$ cat config.mk
export PLATFORM = sky130hd
export DESIGN_NAME = matrix_mopa_wr
export DESIGN_NICKNAME = d
export VERILOG_FILES = /design/src/rtl/matrix_mopa_wr.sv
export SDC_FILE = /design/constraint.sdc
export NUM_CORES = 1
export LEC_CHECK = 0
export BUFFER_PORTS_ARGS = -buffer_cell sky130_fd_sc_hd__buf_2
export CAP_MARGIN = 5
export CORE_ASPECT_RATIO = 0.5
export CORE_MARGIN = 4
export CORE_UTILIZATION = 40
export CTS_CLUSTER_SIZE = 28
export DETAILED_ROUTE_END_ITERATION = 8
export PLACE_DENSITY_LB_ADDON = 0.12
export SYNTH_ARGS = -nofsm -noshare
export SYNTH_HDL_FRONTEND = slang
export SYNTH_SLANG_ARGS = --single-unit
$ cat constraint.sdc
create_clock -name clk -period 12.7 [get_ports clk]
set_clock_uncertainty 0.1 [all_clocks]
set_input_delay 1.905 -clock clk [delete_from_list [all_inputs] [get_ports clk]]
set_output_delay 1.905 -clock clk [all_outputs]
set_load 0.005 [all_outputs]
$ cat src/rtl/matrix_mopa_wr.sv
// rtl/matrix_mopa_wr.sv - 8-bit outer-product write sequencer for the 4x32 matrix file
// Optional MOPA_SAT_EN: element results saturate at 8'hFF instead of wrapping mod 256.
module matrix_mopa_wr #(
  parameter int ELEM_W = 8,
  parameter int ROWS   = 4
) (
  input  logic         clk,
  input  logic         rst,
  input  logic         start,
  input  logic         acc_mode,
  input  logic [31:0]  vec_a,
  input  logic [31:0]  vec_b,
  input  logic [127:0] m_in,
  input  logic         flush,
  output logic         busy,
  output logic         done,
  output logic         ctrl_stall,
  output logic         w_matrix_en,
  output logic [1:0]   w_matrix_index,
  output logic [31:0]  w_matrix_data
);

  typedef enum logic [1:0] {
    IDLE = 2'd0,
    RUN  = 2'd1,
    DONE = 2'd2
  } state_t;

  state_t       state;
  logic [1:0]   row;
  logic [31:0]  a_q;
  logic [31:0]  b_q;
  logic [127:0] m_q;
  logic         acc_q;
  logic [1:0]   row_next;
  logic [31:0]  next_row_data;

  // One matrix row: each byte is (base + a * b_j) reduced to 8 bits.
  function automatic logic [31:0] row_calc(input logic [7:0]  a,
                                           input logic [31:0] b,
                                           input logic [31:0] m,
                                           input logic        acc);
    logic [31:0] r;
    logic [7:0]  base;
`ifdef MOPA_SAT_EN
    logic [15:0] prod;
    logic [16:0] sum;
`else
    logic [7:0]  prod;
`endif
    r = '0;
    for (int j = 0; j < 4; j++) begin
      base = acc ? m[8*j +: 8] : 8'd0;
`ifdef MOPA_SAT_EN
      prod = 16'(a) * 16'(b[8*j +: 8]);
      sum  = {1'b0, prod} + {9'd0, base};
      r[8*j +: 8] = (sum > 17'd255) ? 8'hFF : sum[7:0];
`else
      prod = a * b[8*j +: 8];
      r[8*j +: 8] = base + prod;
`endif
    end
    return r;
  endfunction

  assign row_next      = row + 2'd1;
  assign next_row_data = row_calc(a_q[{row_next, 3'b000} +: 8], b_q,
                                  m_q[{row_next, 5'b00000} +: 32], acc_q);

  // The issuing instruction must be held in the very cycle it raises start.
  assign ctrl_stall = busy | (start & (state == IDLE));

  // Sequencer: writes are registered one cycle ahead so row r appears in cycle r+1.
  always_ff @(posedge clk or negedge rst) begin
    if (!rst) begin
      state          <= IDLE;
      row            <= 2'd0;
      a_q            <= '0;
      b_q            <= '0;
      m_q            <= '0;
      acc_q          <= 1'b0;
      busy           <= 1'b0;
      done           <= 1'b0;
      w_matrix_en    <= 1'b0;
      w_matrix_index <= 2'd0;
      w_matrix_data  <= '0;
    end else begin
      done           <= 1'b0;
      w_matrix_en    <= 1'b0;
      w_matrix_index <= 2'd0;
      w_matrix_data  <= '0;
      case (state)
        IDLE: begin
          // flush has priority over a simultaneous start
          if (start && !flush) begin
            a_q            <= vec_a;
            b_q            <= vec_b;
            m_q            <= m_in;
            acc_q          <= acc_mode;
            row            <= 2'd0;
            state          <= RUN;
            busy           <= 1'b1;
            w_matrix_en    <= 1'b1;
            w_matrix_data  <= row_calc(vec_a[7:0], vec_b, m_in[31:0], acc_mode);
          end
        end
        RUN: begin
          if (flush) begin
            state <= IDLE;
            row   <= 2'd0;
            busy  <= 1'b0;
          end else if (row == 2'd3) begin
            state <= DONE;
            row   <= 2'd0;
            done  <= 1'b1;
          end else begin
            row            <= row_next;
            w_matrix_en    <= 1'b1;
            w_matrix_index <= row_next;
            w_matrix_data  <= next_row_data;
          end
        end
        DONE: begin
          state <= IDLE;
          busy  <= 1'b0;
        end
        default: begin
          state <= IDLE;
          busy  <= 1'b0;
        end
      endcase
    end
  end

endmodule
==> flow_summary.json, run 1 <==
{
  "grt-ovfl-total": 0,
  "num_vias": 13980,
  "layout_common_cells": "nand2_1 (829), inv_1 (267), dfrtp_1 (233), buf_2 (233), fa_1 (144)",
  "wire_per_inst_um": 19.09,
  "worstSetupStartpointType": "flop",
  "postCtsHoldBufs": 0,
  "netlist_area_um2": 18430,
  "worst-path-stages": 17,
  "grt_pass1_wl_um": 85200,
  "io_buffers": 234,
  "crit_slowest_cell": "mux4_2",
  "ys_seq_area_share_pct": 31.78,
  "cts_tree": "yes",
  "cts_setup_buffers": 0,
  "grt_max_degree": 125,
  "cp.arrival_ns": 6.21,
  "rsz0062_at_grt": "no",
  "antenna_found_initial": 8,
  "synth.distinct_cells": 28,
  "max_cap_violations": 0,
  "end_kind": "flop",
  "min_path_cells": 2,
  "cts_resized": 0,
  "final_common_cell": "nand2_1",
  "clk_latency_ns": 0.57,
  "dieArea_um2": 49770,
  "whs_ns": 0.3702,
  "hpwlAfterDp_um": 40600,
  "critPathBufInv": 3,
  "finalCritPeriodShare_pct": 45.97,
  "via_per_inst": 4.876,
  "syn_inst": 2082,
  "tightest_slew_ns": 1.022,
  "nFillCells": 4443,
  "clock-sinks": 234,
  "core_um2": 45350,
  "drive_above_1_share_pct": 14.53,
  "fin_util_pct": 46.06,
  "max-slew-margin-rel_pct": 31.89,
  "path_cells": "buf_4 > mux4_2 > and2_1 > fa_1 > ha_1 > ha_1 > inv_1 > fa_1 > inv_1 > ha_1 > fa_1 > a21o_1 > a21oi_1 > xor2_1 > xnor2_1 > xnor3_1 > o22ai_1",
  "hold_path_class": "flop to flop",
  "p_comb_share_pct": 54.7,
  "slew_viol_final": 0,
  "reg2reg_depth": 17,
  "start_util_pct": 40.63,
  "power.share.sequential_pct": 25.6,
  "cts_max_level": 1,
  "pwr-share-clk_pct": 19.7,
  "crit_fanout": 42,
  "crit_type": "flop to flop",
  "cts_buffers": 25,
  "num_rows": 55,
  "swShare_pct": 40.96,
  "die_w_um": 311.5,
  "yosysWarningCount": 0,
  "cts-root-buf": "clkbuf_16",
  "required_ns": 13.08,
  "drtIter0Drc": 959,
  "drc": 0,
  "grt_util_all_layers_pct": 22.11,
  "syn_to_final_growth_pct": 13.36,
  "leakagePower_uw": 0.01137,
  "syn_nets": 2560,
  "setup_violations": 0,
  "place_congestion": 0.8250,
  "p_int_uw": 2330,
  "tns_ns": 0,
  "fmax_mhz": 171.3,
  "peakVddDrop_uv": 98.54,
  "synth-seq-cells": 234,
  "crit_family": "adder cells",
  "clockBufferDepth": 3,
  "clk_pin_slew_ns": 0.06,
  "fin_nets": 2725,
  "power.density_nw_per_um2": 189.0,
  "drtPass1Iterations": 6,
  "io_pins": 235,
  "outcome": "finished clean",
  "synth_top_area_share_pct": 31.78,
  "ant_nets": 0,
  "cpPeakStageDelay_ns": 0.92,
  "routed_wl_um": 54730,
  "hold_viol": 0,
  "fin_crit_ns": 5.838,
  "chipHeight_um": 159.8,
  "grt_pass1_vias": 14160,
  "switching_power_uw": 1617,
  "netlist_top_cells_area": "dfrtp_1 (32%), nand2_1 (17%), fa_1 (16%)",
  "synth_top_cell_by_area": "dfrtp_1",
  "synth_area_per_cell_um2": 8.850
}
[metal layers]
| layer | wire, um | track usage [%] | vias to the layer above | part of all wire [%] |
|---|---|---|---|---|
| met2 | 23260 | 32.54 | 334 | 42 |
| met5 | 21 | 0 | - | 0.038 |
| met1 | 26900 | 34.11 | 6949 | 49 |
| met4 | 875 | 3.877 | 4 | 1.6 |
| met3 | 3676 | 4.293 | 59 | 6.7 |
| li1 | - | - | 6634 | - |
[final cells by class]
| type | instances | area, um^2 | area share [%] |
|---|---|---|---|
| antenna | 5 | 12.51 | 0.05990 |
| clock inverter | 9 | 121.4 | 0.5810 |
| multi-input combinational | 1475 | 11160 | 53.41 |
| sequential | 234 | 5857 | 28.04 |
| inverter | 267 | 1002 | 4.798 |
| timing repair buffer | 244 | 1256 | 6.014 |
| tap | 598 | 748.2 | 3.582 |
| clock buffer | 35 | 733.2 | 3.510 |
[logic make-up after synthesis]
logic type,after synthesis,share of synthesized area [%]
buffers and inverters,373,7.741
adders and majority gates,281,24.95
xor gates and xnor gates,137,7.116
AOI/OAI and AO/OA,70,2.641
DFF,234,31.78
muxes,40,4.950
and+or+nand+nor,947,20.83
[final timing paths]
| path | to | slack (ns) | startpoint |
|---|---|---|---|
| max reg2reg | w_matrix_data[23] | 6.86 | row[0] |
| min reg2reg | m_q[31] | 0.37 | m_q[31] |
| min | m_q[31] | 0.37 | m_q[31] |
| max | w_matrix_data[23] | 6.86 | row[0] |
| min in group asynchronous | m_q[92] | 1.35 | rst |
| max in group asynchronous | row[0] | 9.73 | rst |
[tightest hold or removal path, stage by stage (launching register included)]
cell and delay, ns:
dfrtp_1 0.33, nand2_1 0.05, nand2_1 0.06
[per-stage QoR]
| stage | std cells | area [um^2] | total power (uW) | setup WS, ns |
|---|---|---|---|---|
| floorplan | 2082 | 18430 | 2602 | 6.833 |
| global placement | 2818 | 20020 | 3169 | 6.574 |
| detailed placement | 2818 | 20020 | 3187 | 6.551 |
| CTS | 2862 | 20880 | 3994 | 6.787 |
| global route | 2866 | 20890 | 4338 | 6.513 |
| finish | 2867 | 20890 | 3947 | 6.862 |
[power groups by stage]
stage          sequential [uW]  combinational [uW]  clock [uW]
5_1_grt                   1030                2480         830
3_5_place_dp              1020                2170           0
2_1_floorplan              978                1620           0
6_report                  1010                2160         778
3_3_place_gp              1020                2150           0
4_1_cts                   1010                2190         799
[sequential cells by signal (all words and copies together) (netlist names)]
register and count:
a_q 32, m_q 128, busy 1, w_matrix_en 1, row 2, acc_q 1, w_matrix_data 32, done 1
w_matrix_index 2, state 2, b_q 32
[synth_stat cells (all sizes together)]
library cell and number:
a21o 19, a21oi 17, a22o 18, and2 107, and3 3, buf 15
clkbuf 91, dfrtp 234, fa 144, ha 137, inv 267, mux4 40
nand2 830, nand2b 1, nor2 4, nor2b 1, o21ai 1, o21bai 2
o22ai 13, or2 1, xnor2 88, xnor3 7, xor2 42
Power figures use the tool's default switching activity.
==> run 2, diff against run 1 <==
==> constraint.sdc (replaced) <==
create_clock -name clk -period 5.5 [get_ports clk]
set_clock_uncertainty 0.1 [all_clocks]
set_input_delay 0.825 -clock clk [delete_from_list [all_inputs] [get_ports clk]]
set_output_delay 0.825 -clock clk [all_outputs]
set_load 0.005 [all_outputs]
==> run 2 against run 1 <==
Utilization increased by 0.50 points; final area grew 1.1%; total power grew 130%; fmax up 9.5%; first-iteration DRC count up 6.2%; sequential share of layout area shrank 0.30 points; clock power grew 130%; non-clock buffer count rose by 22; register-to-register slack got worse by 6.7 ns; via count grew 0.54%; sequential power rose by 130%; largest cell class unchanged.
==> flow_summary.json, run 2 (synthesized netlist as in run 1, its figures left out) <==
{
  "cts_setup_buffers": 0,
  "routed_wl_um": 56490,
  "place_congestion": 0.8362,
  "ff_latch_area_um2": 5857,
  "grt_max_degree": 119,
  "power.density_nw_per_um2": 435.0,
  "cts_resized": 0,
  "drtPass1Iterations": 5,
  "via_per_inst": 4.869,
  "cts-root-buf": "clkbuf_16",
  "largest_reg_flops": 128,
  "worstSetupStartpointType": "flop",
  "cp.arrival_ns": 5.73,
  "grt_pass1_wl_um": 87320,
  "r2r-start": "row[0]",
  "grt_pass1_vias": 14510,
  "postCtsHoldBufs": 0,
  "die_w_um": 311.5,
  "max_cap_violations": 0,
  "cts_buffers": 25,
  "wl_met3_um": 3416,
  "leakagePower_uw": 0.01151,
  "fin_nets": 2748,
  "r2r_slack_ns": 0.17,
  "core_um2": 45350,
  "drive_above_1_share_pct": 15.38,
  "r2r-end": "w_matrix_data[23]",
  "chipHeight_um": 159.8,
  "critPathBufInv": 3,
  "path_cells": "ha_2 > buf_12 > mux4_2 > and2_1 > fa_1 > ha_1 > ha_1 > inv_1 > fa_1 > inv_1 > ha_1 > fa_1 > a21o_1 > a21oi_1 > xor2_1 > xnor2_1 > xnor3_1 > o22ai_1",
  "cts_max_level": 1,
  "drt-met1-wl_um": 28150,
  "grt-ovfl-total": 0,
  "crit_start": "row[0]",
  "io_pins": 235,
  "wire_per_inst_um": 19.57,
  "final_common_cell": "nand2_1",
  "peakVddDrop_uv": 256.9,
  "highest_layer": "met5",
  "layout_common_cells": "nand2_1 (829), inv_1 (267), dfrtp_1 (233), buf_2 (233), fa_1 (144)",
  "cpPeakStageDelay_ns": 0.49,
  "ant_nets": 0,
  "rsz0062_at_grt": "no",
  "dieArea_um2": 49770,
  "hpwlAfterDp_um": 42580,
  "hold_path_class": "input port to asynchronous set/reset pin",
  "setup_violations": 0,
  "grt_util_all_layers_pct": 22.65,
  "top_register": "m_q",
  "drc": 0,
  "clk_latency_ns": 0.58,
  "hold_viol": 0,
  "tightest_slew_ns": 0.8999,
  "antenna_found_initial": 3,
  "drtIter0Drc": 1018,
  "max-slew-margin-rel_pct": 40.01,
  "fmax_mhz": 187.5,
  "crit_slowest_cell": "ha_2",
  "dpl-instance-area_um2": 20250,
  "crit_fanout": 27,
  "tns_ns": 0,
  "met2_length_um": 23950,
  "end_kind": "flop",
  "crit_type": "flop to flop",
  "num_rows": 55,
  "required_ns": 5.89,
  "design_area_um2": 21110,
  "clockBufferDepth": 3,
  "clock-sinks": 234,
  "nFillCells": 4471,
  "crit_family": "adder cells",
  "syn_to_final_growth_pct": 14.59,
  "num_vias": 14060,
  "finalCritPeriodShare_pct": 96.96,
  "multi_input_area_um2": 11180,
  "fin_crit_ns": 5.333,
  "io_buffers": 234,
  "clk_pin_slew_ns": 0.07,
  "reg2reg_depth": 18,
  "outcome": "finished clean",
  "cts_tree": "yes",
  "slew_viol_final": 0,
  "start_util_pct": 40.63
}
-- run 2: routing by layer --
metal | track usage, % | vias to the layer above
li1 | - | 6684
met1 | 35.04 | 7017
met2 | 33.99 | 299
met3 | 3.333 | 54
met4 | 4.130 | 2
met5 | 0 | -
-- run 2: area by class of cell --
type	instances	area share [%]
diodes	1	0.01185
clock buffers	32	3.277
clock inverters	13	0.6874
inverters	267	4.747
multi-input cells	1476	52.97
flip-flops and latches	234	27.74
well taps	598	3.544
repair buffers	266	7.028
-- run 2: how the worst max path moves through the flow --
stage | to | slack, ns | depth (start not counted)
final | w_matrix_data[23] | 0.17 | 18
after global routing | w_matrix_data[15] | 0.001 | 17
after CTS | w_matrix_data[23] | 0.20 | 17
after detailed placement | w_matrix_data[23] | 0.23 | 17
after global placement | w_matrix_data[23] | 0.27 | 17
after floorplan | w_matrix_data[31] | 0.11 | 18
-- run 2: stage by stage --
step / util, % / power, uW / cells / hold WS [ns] / setup slack (ns)
after detailed placement: 44.65 / 7411 / 2840 / 0.3585 / 0.2280
after CTS: 46.49 / 9246 / 2885 / 0.1346 / 0.2017
after floorplan: - / 6009 / 2082 / 0.3373 / 0.1062
after global placement: 44.65 / 7364 / 2840 / 0.3550 / 0.2733
final: 46.56 / 9185 / 2887 / 0.1384 / 0.1672
after global routing: 46.56 / 10040 / 2887 / 0.1690 / 0.001386
-- run 2: worst register-to-register path: cells and delay by family, from the launching register on --
family,cells,cell delay (ns)
flip-flops,1,0.42
AND/OR/NAND/NOR,1,0.27
buffers and inverters,3,0.34
adder cells (fa/ha/maj),7,2.67
AO/OA/AOI/OAI,3,0.49
multiplexers,1,0.35
XOR/XNOR,3,0.61
-- run 2: power breakdown --
part,internal [uW],switching (uW)
Sequential,2090,271
Combinational,2320,2730
Clock,992,792
==> run 3, diff against run 2 <==
--- a/config.mk
+++ b/config.mk
@@ -9,7 +9,7 @@
 export CAP_MARGIN = 5
 export CORE_ASPECT_RATIO = 0.5
 export CORE_MARGIN = 4
-export CORE_UTILIZATION = 40
+export CORE_UTILIZATION = 35
 export CTS_CLUSTER_SIZE = 28
 export DETAILED_ROUTE_END_ITERATION = 8
 export PLACE_DENSITY_LB_ADDON = 0.12
==> run 3 against run 2 <==
Setup slack improved by 0.16 ns; sequential power about the same; combinational power about the same; die area up 14%; sequential share of layout area fell by 0.36 points; critical path depth stayed put.
==> flow_summary.json, run 3 (synthesized netlist as in run 1, its figures left out) <==
{
  "ff_latch_area_um2": 5857,
  "grt_pass1_vias": 14020,
  "end_kind": "flop",
  "nFillCells": 5316,
  "clk_latency_ns": 0.58,
  "outcome": "finished clean",
  "tightest_slew_ns": 0.8048,
  "grt-ovfl-total": 0,
  "cts_max_level": 1,
  "fin_util_pct": 41.10,
  "die_w_um": 332.5,
  "cts_buffers": 26,
  "num_vias": 13910,
  "rsz0062_at_grt": "no",
  "fin_nets": 2752,
  "cts_tree": "yes",
  "power.density_nw_per_um2": 440.9,
  "start_util_pct": 35.41,
  "final_common_cell": "nand2_1",
  "hpwlAfterDp_um": 44780,
  "required_ns": 5.89,
  "antenna_found_initial": 4,
  "tns_ns": 0,
  "wire_per_inst_um": 19.47,
  "leakagePower_uw": 0.01158,
  "cp.arrival_ns": 5.56,
  "path_cells": "ha_2 > buf_12 > mux4_2 > and2_1 > fa_1 > ha_1 > ha_1 > inv_1 > fa_1 > inv_1 > ha_1 > fa_1 > a21o_1 > a21oi_1 > xor2_1 > xnor2_1 > xnor3_1 > o22ai_1",
  "clk_pin_slew_ns": 0.07,
  "max-slew-margin-rel_pct": 46.35,
  "multi_input_area_um2": 11160,
  "place_congestion": 0.8072,
  "dieArea_um2": 56600,
  "routed_wl_um": 58320,
  "grt_max_degree": 165,
  "peakVddDrop_uv": 252.6,
  "grt_pass1_wl_um": 87750,
  "clockBufferDepth": 3,
  "io_buffers": 234,
  "crit_type": "flop to flop",
  "ant_nets": 0,
  "worstSetupStartpointType": "flop",
  "grt_util_all_layers_pct": 20.42,
  "crit_family": "adder cells",
  "cts-root-buf": "clkbuf_16",
  "max_cap_violations": 0,
  "core_um2": 52040,
  "crit_slowest_cell": "ha_2",
  "drtIter0Drc": 923,
  "cpPeakStageDelay_ns": 0.47,
  "syn_to_final_growth_pct": 16.08,
  "setup_violations": 0,
  "layout_common_cells": "nand2_1 (829), inv_1 (267), dfrtp_1 (233), buf_2 (233), fa_1 (144)",
  "hold_path_class": "input port to asynchronous set/reset pin",
  "chipHeight_um": 170.2,
  "final.setup.worst_slack_ns": 0.3255,
  "drive_above_1_share_pct": 15.69,
  "largest_reg_flops": 128,
  "critPathBufInv": 3,
  "pre_cts_slack_ns": 0.2442,
  "crit_fanout": 24,
  "hold_viol": 0,
  "whs_ns": 0.1094,
  "io_pins": 235,
  "drtPass1Iterations": 5,
  "num_rows": 59,
  "fmax_mhz": 193.3,
  "dpl-instance-area_um2": 20400,
  "finalCritPeriodShare_pct": 94.08,
  "clock-sinks": 234,
  "drc": 0,
  "fin_crit_ns": 5.175,
  "slew_viol_final": 0,
  "design_area_um2": 21390,
  "via_per_inst": 4.642,
  "top_register": "m_q"
}
## run 3: final timing paths
check                      slack, ns                end       from  depth (start not counted)
setup / recovery                0.33  w_matrix_data[23]     row[0]                         18
hold / removal                  0.11        w_matrix_en        rst                          1
setup reg to reg                0.33  w_matrix_data[23]     row[0]                         18
hold reg to reg                 0.37             m_q[7]     m_q[7]                          2
max in group asynchronous       4.03            m_q[92]        rst                          2
min in group clk                0.33            a_q[10]  vec_a[10]                          3
## run 3: layer usage
metal / up-vias / routed length, um / track usage, %
met2: 260 / 24670 / 30.31
met4: 4 / 1095 / 3.713
met1: 6890 / 29310 / 30.92
met3: 61 / 3212 / 4.313
li1: 6693 / - / -
met5: - / 30 / 0
## run 3: report_power, final
group	switching (uW)	total [uW]	internal [uW]	leakage (uW)
clock	825	2000	1180	0.000465
combinational	2740	5070	2340	0.00817
sequential	266	2350	2090	0.00294
total	3830	9430	5600	0.0116
## run 3: per-stage QoR
| step | power, uW | std cells |
|---|---|---|
| floorplan | 6009 | 2082 |
| detailed placement | 7501 | 2945 |
| global route | 10290 | 2995 |
| CTS | 9557 | 2993 |
| finish | 9430 | 2996 |
| global placement | 7441 | 2945 |
## run 3: cell type report
cell class	instances	share of cell area, %
inverters	267	4.686
clock buffers	33	3.399
well taps	701	4.101
multi-input cells	1475	52.16
diodes	1	0.01170
clock inverters	15	1.123
flip-flops and latches	234	27.38
repair buffers	270	7.137
## run 3: timing repair
| action | CTS | global route |
|---|---|---|
| hold buffers | 0 | 0 |
| resized for setup | 0 | 0 |
| hold endpoints to repair | 0 | 0 |
| setup endpoints to repair | 0 | 1 |
| setup buffers | 0 | 2 |
